===== config.mk =====
export PLATFORM = sky130hd
export DESIGN_NAME = mem_port_arb
export DESIGN_NICKNAME = d
export VERILOG_FILES = /design/src/rtl/mem_port_arb.sv
export SDC_FILE = /design/constraint.sdc
export NUM_CORES = 1
export LEC_CHECK = 0
export CAP_MARGIN = 20
export CORE_ASPECT_RATIO = 0.8
export CORE_MARGIN = 2
export CORE_UTILIZATION = 33
export DETAILED_ROUTE_END_ITERATION = 10
export PLACE_DENSITY = 0.9
export SYNTH_ARGS = -nofsm -noshare
export SYNTH_HDL_FRONTEND = slang
export SYNTH_SLANG_ARGS = --single-unit

===== constraint.sdc =====
create_clock -name clk -period 2.05 [get_ports clk]
set_input_delay 0.3075 -clock clk [delete_from_list [all_inputs] [get_ports clk]]
set_output_delay 0.3075 -clock clk [all_outputs]
set_load 0.01 [all_outputs]

===== src/rtl/mem_port_arb.sv =====
// mem_port_arb: round-robin arbiter sharing RAM port B between two requesters; lock bursts built with MEM_ARB_LOCK_EN
module mem_port_arb #(
  parameter int ADDR_WIDTH = 16,
  parameter int DATA_WIDTH = 32,
  parameter int MAX_LOCK   = 4
) (
  input  logic                  clk,
  input  logic                  rst,
  input  logic                  i_req_0,
  input  logic                  i_we_0,
  input  logic                  i_lock_0,
  input  logic [ADDR_WIDTH-1:0] i_addr_0,
  input  logic [DATA_WIDTH-1:0] i_wdata_0,
  output logic                  o_gnt_0,
  output logic                  o_rvalid_0,
  output logic [DATA_WIDTH-1:0] o_rdata_0,
  input  logic                  i_req_1,
  input  logic                  i_we_1,
  input  logic                  i_lock_1,
  input  logic [ADDR_WIDTH-1:0] i_addr_1,
  input  logic [DATA_WIDTH-1:0] i_wdata_1,
  output logic                  o_gnt_1,
  output logic                  o_rvalid_1,
  output logic [DATA_WIDTH-1:0] o_rdata_1,
  output logic                  o_ram_we,
  output logic [ADDR_WIDTH-1:0] o_ram_addr,
  output logic [DATA_WIDTH-1:0] o_ram_din,
  input  logic [DATA_WIDTH-1:0] i_ram_dout
);
  typedef enum logic [1:0] {IDLE, OWN0, OWN1} state_t;
  state_t                  w_state;
  logic                    r_prio;
  logic                    r_rvalid_0;
  logic                    r_rvalid_1;
  logic [ADDR_WIDTH-1:0]   r_addr;
  logic [DATA_WIDTH-1:0]   r_din;
  logic                    w_gnt_0;
  logic                    w_gnt_1;
  logic                    w_any;
  logic [ADDR_WIDTH-1:0]   w_sel_addr;
  logic [DATA_WIDTH-1:0]   w_sel_din;
  logic                    w_sel_we;

  // Grant selection: an owner excludes the other side, otherwise lone requester or prio wins; reset blocks all grants
  always_comb begin
    w_gnt_0 = 1'b0;
    w_gnt_1 = 1'b0;
    if (!rst) begin
      if (w_state == OWN0) w_gnt_0 = i_req_0;
      else if (w_state == OWN1) w_gnt_1 = i_req_1;
      else begin
        w_gnt_0 = i_req_0 & (~i_req_1 | ~r_prio);
        w_gnt_1 = i_req_1 & (~i_req_0 |  r_prio);
      end
    end
  end

  assign w_any      = w_gnt_0 | w_gnt_1;
  assign w_sel_addr = w_gnt_1 ? i_addr_1  : i_addr_0;
  assign w_sel_din  = w_gnt_1 ? i_wdata_1 : i_wdata_0;
  assign w_sel_we   = w_gnt_1 ? i_we_1    : i_we_0;

  assign o_gnt_0    = w_gnt_0;
  assign o_gnt_1    = w_gnt_1;
  assign o_ram_we   = w_any & w_sel_we;
  assign o_ram_addr = w_any ? w_sel_addr : r_addr;
  assign o_ram_din  = w_any ? w_sel_din  : r_din;
  assign o_rvalid_0 = r_rvalid_0;
  assign o_rvalid_1 = r_rvalid_1;
  assign o_rdata_0  = i_ram_dout;
  assign o_rdata_1  = i_ram_dout;

  // Priority flips to the loser of each grant; port-B fields are held between grants; reads answer one cycle later
  always_ff @(posedge clk or posedge rst) begin
    if (rst) begin
      r_prio     <= 1'b0;
      r_rvalid_0 <= 1'b0;
      r_rvalid_1 <= 1'b0;
      r_addr     <= '0;
      r_din      <= '0;
    end else begin
      r_rvalid_0 <= w_gnt_0 & ~i_we_0;
      r_rvalid_1 <= w_gnt_1 & ~i_we_1;
      if (w_any) begin
        r_prio <= w_gnt_0;
        r_addr <= w_sel_addr;
        r_din  <= w_sel_din;
      end
    end
  end

`ifdef MEM_ARB_LOCK_EN
  localparam int LW = $clog2(MAX_LOCK + 1);
  localparam logic [LW-1:0] MAX_CNT = LW'(MAX_LOCK);
  state_t          r_state;
  state_t          w_state_nxt;
  logic [LW-1:0]   r_lock_cnt;
  logic [LW-1:0]   w_lock_cnt_nxt;
  logic [LW-1:0]   w_cnt_inc;
  logic            w_own_req;
  logic            w_own_lock;

  assign w_state    = r_state;
  assign w_cnt_inc  = r_lock_cnt + 1'b1;
  assign w_own_req  = (r_state == OWN0) ? i_req_0  : i_req_1;
  assign w_own_lock = (r_state == OWN0) ? i_lock_0 : i_lock_1;

  // Ownership state and burst counter
  always_ff @(posedge clk or posedge rst) begin
    if (rst) begin
      r_state    <= IDLE;
      r_lock_cnt <= '0;
    end else begin
      r_state    <= w_state_nxt;
      r_lock_cnt <= w_lock_cnt_nxt;
    end
  end

  // Enter ownership on a locked grant; leave on drop of req, drop of lock, or reaching the burst limit
  always_comb begin
    w_state_nxt    = r_state;
    w_lock_cnt_nxt = r_lock_cnt;
    if (r_state == IDLE) begin
      if ((w_gnt_0 & i_lock_0) | (w_gnt_1 & i_lock_1)) begin
        w_state_nxt    = (MAX_LOCK == 1) ? IDLE : (w_gnt_0 ? OWN0 : OWN1);
        w_lock_cnt_nxt = (MAX_LOCK == 1) ? '0 : LW'(1);
      end
    end else if (!w_own_req || !w_own_lock || w_cnt_inc == MAX_CNT) begin
      w_state_nxt    = IDLE;
      w_lock_cnt_nxt = '0;
    end else begin
      w_lock_cnt_nxt = w_cnt_inc;
    end
  end
`else
  logic w_unused_lock;
  assign w_state       = IDLE;
  assign w_unused_lock = i_lock_0 | i_lock_1 | (MAX_LOCK < 1);
`endif
endmodule


## Yosys cells after proc, flatten, opt, wreduce, memory -nomap -nowiden

Index checks and enable logic that the tools add are counted.

| cells by class | value |
|---|---|
| bitwise operators | 13 |
| muxes and demuxes | 7 |

Operator list:

| operator | number |
|---|---|
| 32-bit two-way mux | 2 |
| 16-bit two-way mux | 2 |
| 1-bit AND | 5 |
| 1-bit NOT | 5 |
| 1-bit two-way mux | 3 |
| 1-bit bitwise OR | 3 |

| storage, ports and cells | value |
|---|---|
| register bits | 51 |
| input bits | 136 |
| word-level logic and storage cells | 25 |

## Logic depth before layout (Yosys ltp)

Gate-level depths: netlist (run 1).

| depth | value |
|---|---|
| word-level depth | 6 |
| mapped depth | 5 |
| depth with buffers taken out | 3 |

## Least setup slack after synthesis (run 1)

Ideal clock, no wire load.

| timing path | value |
|---|---|
| path type | register to output |
| start | register r_prio |
| end | output port o_ram_din[16] |
| slack | 556 ps |
| buffers on the path | 1 |
| arrival | 1186 ps |
| data required time | 1742 ps |
| stages on the path, launching flop included | 5 |
| cell sequence | dfrtp_1 and2b_1 buf_2 o21ai_0 a31oi_1 |

| between the ends | value |
|---|---|
| longest elaborated chain between the ends | 6 |

Ends and longest elaborated chain:

| what | line | source |
|---|---|---|
| start: declaration | 32 | `logic r_prio;` |
| start signal: assignment | 85 | `r_prio <= w_gnt_0;` |
| 1-bit NOT | 52 | `w_gnt_0 = i_req_0 & (~i_req_1 \| ~r_prio);` |
| 1-bit bitwise OR | 52 |  |
| 1-bit AND | 52 |  |
| 1-bit two-way mux | 48 | `if (!rst) begin` |
| 1-bit bitwise OR | 58 | `assign w_any = w_gnt_0 \| w_gnt_1;` |
| 32-bit two-way mux * | - |  |
| end: declaration | 27 | `output logic [DATA_WIDTH-1:0] o_ram_din,` |

Mark *: on every way between the ends. The rest lies on a longest branch, timed or not.

## Worst setup path in the final report (run 1)

| timing path | value |
|---|---|
| start | register r_prio |
| end | output port o_ram_din[28] |

Same word-level chain as after synthesis.

==> impl_metrics.env, run 1 <==
export IMPL_status="completed"
export IMPL_syn_nets=490
export IMPL_reg2reg_depth=6
export IMPL_cp_data_required_time_ns=1.74
export IMPL_worst_pin_slew_ns=0.360
export IMPL_synth_edf_count=0
export IMPL_clockBufferDepth=2
export IMPL_p_leak_nw=1.99
export IMPL_max_stage_delay_ns=0.41
export IMPL_dieArea_um2=10300
export IMPL_drv_cap=0
export IMPL_wl_um=11600
export IMPL_hold_buffers=0
export IMPL_worstPathCellList="and2b_2, buf_12, o21ai_1, a31oi_2, clkdlybuf4s15_2"
export IMPL_die_x_um=113
export IMPL_synth_largest_area_cell="dfrtp_1"
export IMPL_cp_data_arrival_time_ns=1.71
export IMPL_fmax_mhz=495
export IMPL_core_area_um2=9110
export IMPL_portBuffers=154
export IMPL_die_h_um=91.0
export IMPL_grt_pass1_wl_um=17500
export IMPL_grt_pass1_vias=3394
export IMPL_synth_area_leaders="dfrtp_1 41%, buf_4 16%, a31oi_1 7.6%"
export IMPL_synth_top_area_share_pct=40.8
export IMPL_antenna_found_initial=0
export IMPL_rsz0062_at_grt="true"
export IMPL_track_usage_pct=21.4
export IMPL_fin_worst_skew_ns=0.00573
export IMPL_holdWs_ns=0.299
export IMPL_path_clk_slew_ns=0.07
export IMPL_synth_seq_area_share_pct=40.8
export IMPL_wl_per_cell_um=19.4
export IMPL_vdd_ir_drop_worst_v=0.000358
export IMPL_route_detailed_drc=0
export IMPL_grt_overflow_total=0
export IMPL_cts_sinks=51
export IMPL_grt_max_degree=29
export IMPL_drt_initial_drc_count=166
export IMPL_yosys_warnings=0
export IMPL_cp_slowest_cell="dfrtp_1"
export IMPL_ys_types=21
export IMPL_max_slew_margin_pct=76.0
export IMPL_share_comb_of_total_power_pct=39.7
export IMPL_h_tree_depth=2
export IMPL_dpl_hpwl_um=7380
export IMPL_cts_buffers=5
export IMPL_p_sw_mw=1.00
export IMPL_firstDrtPassIters=5
export IMPL_hold_path_class="input port to async pin"
export IMPL_syn_area_per_cell_um2=8.83
export IMPL_diodes=0
export IMPL_io_pins=253
export IMPL_netlist_area_um2=3120
export IMPL_final_nets=619
export IMPL_p_sw_share_pct=30.6
export IMPL_setup_viol=0
export IMPL_synth_seq_cells=51
export IMPL_power_internal_mw=2.27
export IMPL_p_seq_share_pct=36.3
export IMPL_dp_cells=566
export IMPL_worstSkewPairLatency_ns=0.28
export IMPL_synthCells=354
export IMPL_root_buffer="clkbuf_16"
export IMPL_initial_utilization_pct=34.3
export IMPL_synth_async_reset_ratio_pct=100
export IMPL_rows=31
export IMPL_final_cells=597
export IMPL_antenna_left=0
export IMPL_final_hold_viol_count=0
export IMPL_slew_violations=0
export IMPL_final_core_util_pct=55.5
export IMPL_area_delta_synth_final_pct=61.8
export IMPL_cp_end_kind="output pin"
export IMPL_fin_crit_ns=2.02
export IMPL_routed_via_density=5.34
export IMPL_synth_ff_type="dfrtp_1"
export IMPL_fin_crit_sh_pct=98.6
export IMPL_cp_max_fo=23
export IMPL_final_fill_count=808
export IMPL_power_frac_clock_pct=24.0
export IMPL_via_count=3187
export IMPL_gp_congestion=0.793
export IMPL_startpoint_type="register"
export IMPL_powerDensity_nw_per_um2=647
export IMPL_worstSetupPathType="register to output pin"
export IMPL_cts_tree="done"
export IMPL_drive_gt1_share_pct=34.6
[cell type report]
class                   instances  area (um2)  share of cell area, %
repair buffers                217        2090                   41.3
multi-input cells             207        1420                   28.0
flip-flops and latches         51        1280                   25.2
well taps                     115         144                   2.85
clock buffers                   6         129                   2.55
inverters                       1        3.75                 0.0742
[metal layers]
layer	wire [um]	track usage, %	vias to the layer above
li1	-	-	1434
met1	4240	22.8	1553
met2	6290	41.4	190
met3	964	5.61	10
met4	89	5.59	0
met5	0	0	-
[sequential cells by signal (all words and copies together), names as in the netlist]
signal / count
r_addr: 16
r_prio: 1
o_rvalid_0: 1
o_rvalid_1: 1
r_din: 32
[cell usage after synthesis, types with 2 or more instances]
master and number:
nand3_1 39, buf_2 23, buf_6 6, buf_4 66
o21ai_0 25, o21ai_1 25, nand3_2 10, dfrtp_1 51
and2b_1 2, nor2_1 49, a31oi_1 38, nand2b_1 2
a31oi_2 10
[stage by stage]
step	setup WS [ns]	TNS, ns	area (um2)	total power [mW]
CTS	-0.0301	-0.0301	5070	3.26
detailed placement	-0.520	-22.08	4560	2.39
floorplan	0.513	0	3120	1.80
finish	0.0292	0	5060	3.27
global route	-0.0925	-0.330	5060	3.42
global placement	-0.464	-19.70	4560	2.35
[what timing repair did]
action / in CTS / in global routing
endpoints found under the setup margin: 51 / 42
cloned: 5 / 0
gates resized for setup: 209 / 46
pin swaps: 11 / 7
buffers inserted: 11 / 9
[cell usage in the layout (no fill, tap or decap), types with 4 or more instances in the layout]
cell type	Yosys	final
buf_12	0	13
a31oi_2	10	21
clkbuf_16	0	5
nand3_2	10	13
buf_6	6	6
a31oi_1	38	17
buf_4	66	41
nor2_1	49	49
a31oi_4	0	10
o21ai_0	25	13
dfrtp_1	51	51
buf_16	0	4
nand3_1	39	36
o21ai_1	25	37
clkbuf_2	0	4
buf_2	23	40
clkdlybuf4s50_1	0	101
[power groups by stage]
| stage | logic (mW) | clock network, mW | registers, mW |
|---|---|---|---|
| 2_1_floorplan | 0.607 | 0 | 1.19 |
| 3_3_place_gp | 1.15 | 0 | 1.20 |
| 3_5_place_dp | 1.18 | 0 | 1.20 |
| 4_1_cts | 1.27 | 0.805 | 1.19 |
| 5_1_grt | 1.39 | 0.834 | 1.20 |
| 6_report | 1.30 | 0.785 | 1.19 |
[critical path: cells and delay by family (launching register included)]
kind | cells | cell delay, ns
buffers and inverters | 2 | 0.43
DFF | 1 | 0.41
and+or+nand+nor | 1 | 0.28
AOI/OAI and AO/OA | 2 | 0.31
[worst paths after layout]
kind                                    start              endpoint  slack [ns]
max in group asynchronous                 rst    r_din[4]$_DFF_PP0_        1.17
setup / recovery           r_prio$_DFFE_PP0P_         o_ram_din[28]        0.03
hold / removal                            rst  o_rvalid_0$_DFF_PP0_        0.30
setup reg to reg           r_prio$_DFFE_PP0P_   r_din[25]$_DFF_PP0_        0.50
hold reg to reg            r_prio$_DFFE_PP0P_    r_prio$_DFFE_PP0P_        0.54
min in group clk           r_prio$_DFFE_PP0P_    r_prio$_DFFE_PP0P_        0.54
[logic make-up (layout without fill, tap and decap cells)]
group,Yosys count,after routing,synth area share [%]
DFF,51,51,40.8
and+or+nand+nor,106,106,17.0
buffers and inverters,96,224,21.8
AOI/OAI and AO/OA,101,101,20.3
Note: power is estimated with default switching activity, not from simulation.
==> run 2, diff against run 1 <==
==> constraint.sdc (replaced) <==
create_clock -name clk -period 2.05 [get_ports clk]
set_input_delay 0.5125 -clock clk [delete_from_list [all_inputs] [get_ports clk]]
set_output_delay 0.5125 -clock clk [all_outputs]
set_load 0.01 [all_outputs]
==> run 2 against run 1 <==
  * The run now ends with setup timing left
  * Count of clock-buffer cells in the layout increased by 1
  * Worst setup slack got worse by 0.26 ns
  * Cell area increased by 18%
  * Clock skew about the same
  * Register-to-register slack got worse by 0.43 ns
  * Power increased by 15%
  * Combinational power increased by 35%
  * Final cell count increased by 8.7%
  * Worst hold slack about the same
==> impl_metrics.env, run 2 (synthesis gave the netlist of run 1 again) <==
export IMPL_status="finished, violations left"
export IMPL_violations="setup timing"
export IMPL_regMostFlops="r_din"
export IMPL_fin_crit_sh_pct=111
export IMPL_via_count=3507
export IMPL_worstSetupPathType="register to output pin"
export IMPL_cts_buffers=5
export IMPL_final_cell_mix="100 x clkdlybuf4s50_1, 75 x buf_4, 51 x dfrtp_1"
export IMPL_wl_per_cell_um=21.8
export IMPL_hold_path_class="input port to async pin"
export IMPL_pre_cts_slack_ns=-0.927
export IMPL_area_delta_synth_final_pct=90.5
export IMPL_p_sw_mw=1.20
export IMPL_slew_violations=0
export IMPL_diodes=0
export IMPL_top_regs="r_din x32, r_addr x16"
export IMPL_grt_overflow_total=0
export IMPL_routed_via_density=5.40
export IMPL_final_hold_viol_count=0
export IMPL_h_tree_depth=2
export IMPL_final_cells=649
export IMPL_dp_cells=566
export IMPL_worstSkewPairLatency_ns=0.29
export IMPL_wl_um=14100
export IMPL_dpl_hpwl_um=7420
export IMPL_startpoint_type="register"
export IMPL_p_sw_share_pct=31.7
export IMPL_dieArea_um2=10300
export IMPL_grt_pass1_vias=3715
export IMPL_gp_congestion=0.797
export IMPL_drv_cap=0
export IMPL_initial_utilization_pct=34.3
export IMPL_critical_path_top_delay_family="buffers and inverters"
export IMPL_mostFrequentLayoutCell="clkdlybuf4s50_1"
export IMPL_rsz0062_at_grt="true"
export IMPL_holdWs_ns=0.299
export IMPL_powerDensity_nw_per_um2=635
export IMPL_fin_worst_skew_ns=0.00569
export IMPL_track_usage_pct=25.5
export IMPL_setup_viol=50
export IMPL_firstDrtPassIters=4
export IMPL_io_pins=253
export IMPL_p_seq_share_pct=31.8
export IMPL_route_detailed_drc=0
export IMPL_share_comb_of_total_power_pct=46.6
export IMPL_final_fill_count=664
export IMPL_drive_gt1_share_pct=46.8
export IMPL_die_h_um=91.0
export IMPL_antenna_found_initial=0
export IMPL_portBuffers=154
export IMPL_rows=31
export IMPL_place_area_um2=4560
export IMPL_antenna_left=0
export IMPL_final_nets=669
export IMPL_vdd_ir_drop_worst_v=0.000367
export IMPL_grt_max_degree=24
export IMPL_core_area_um2=9110
export IMPL_max_stage_delay_ns=0.40
export IMPL_worst_path_buf_inv=4
export IMPL_p_leak_nw=2.36
export IMPL_drt_initial_drc_count=226
export IMPL_grt_pass1_wl_um=20300
export IMPL_hold_buffers=0
export IMPL_cp_data_arrival_time_ns=1.77
export IMPL_cp_data_required_time_ns=1.54
export IMPL_cp_slowest_cell="dfrtp_1"
export IMPL_largest_reg_flops=32
export IMPL_root_buffer="clkbuf_16"
export IMPL_cp_max_fo=7
export IMPL_power_internal_mw=2.58
export IMPL_worst_pin_slew_ns=0.332
export IMPL_fin_crit_ns=2.28
export IMPL_power_frac_clock_pct=21.6
export IMPL_path_clk_slew_ns=0.07
export IMPL_cp_end_kind="output pin"
export IMPL_final_area_um2=5950
export IMPL_die_x_um=113
export IMPL_cts_sinks=51
export IMPL_clockBufferDepth=2
export IMPL_worstPathCellList="and2b_4, buf_6, buf_16, buf_4, o21ai_2, a31oi_2, buf_2"
export IMPL_fmax_mhz=439
export IMPL_cts_tree="done"
export IMPL_max_slew_margin_pct=77.8
export IMPL_setup_ws_ns=-0.228
## run 2: cell count changes in the layout (fill, tap and decap cells not counted), sizes merged
| cell | previous run | this run |
|---|---|---|
| clkbuf | 10 | 7 |
| clkdlybuf4s50 | 101 | 100 |
| clkinv | 0 | 1 |
| dlymetal6s2s | 1 | 0 |
| buf | 105 | 156 |
| clkdlybuf4s15 | 3 | 9 |
| dlygate4sd2 | 2 | 1 |
## run 2: repair_timing
action / 4_1_cts / 5_1_grt
cloned: 13 / 0
setup buffers: 46 / 18
resized for setup: 294 / 39
pin swaps: 39 / 29
setup endpoints to repair: 51 / 50
## run 2: worst paths after layout
check	start	endpoint	slack (ns)	cells after the start
min in group clk	rst	r_prio$_DFFE_PP0P_	0.53	3
hold / removal	rst	o_rvalid_0$_DFF_PP0_	0.30	3
hold reg to reg	r_din[5]$_DFF_PP0_	r_din[5]$_DFF_PP0_	0.55	2
max in group asynchronous	rst	r_addr[0]$_DFF_PP0_	1.33	4
setup / recovery	r_prio$_DFFE_PP0P_	o_ram_din[15]	-0.23	7
setup reg to reg	r_prio$_DFFE_PP0P_	r_din[15]$_DFF_PP0_	0.07	11
## run 2: worst min-delay path, stage by stage
cell and delay [ns]:
buf_8 0.10, buf_4 0.12, inv_2 0.25
## run 2: area by class of cell
class                           instances  area, um2  share of cell area, %
Clock buffer                            7        133                   2.23
Clock inverter                          1       5.00                 0.0841
Inverter                                1       3.75                 0.0631
Multi-Input combinational cell        207       1640                   27.6
Sequential cell                        51       1280                   21.4
Tap cell                              115        144                   2.42
Timing Repair Buffer                  267       2750                   46.2
## run 2: per-layer routing
| metal | global-route usage [%] | part of all wire [%] |
|---|---|---|
| met4 | 10.8 | 3.3 |
| met3 | 6.74 | 7.9 |
| met2 | 47.3 | 52 |
| met1 | 27.2 | 37 |
| met5 | 0 | 0 |
## run 2: stage by stage
stage	utilization [%]	power (mW)	setup TNS, ns
2_1_floorplan	-	1.80	0
3_3_place_gp	50.1	2.34	-40.54
3_5_place_dp	50.1	2.38	-42.79
4_1_cts	62.0	3.59	-5.72
5_1_grt	65.3	3.93	-10.88
6_report	65.3	3.78	-7.65
## run 2: power by group through the flow
stage | logic (mW) | clock network (mW) | registers [mW]
global placement | 1.14 | 0 | 1.20
global route | 1.85 | 0.878 | 1.21
finish | 1.76 | 0.816 | 1.20
floorplan | 0.607 | 0 | 1.19
detailed placement | 1.18 | 0 | 1.21
CTS | 1.57 | 0.838 | 1.19
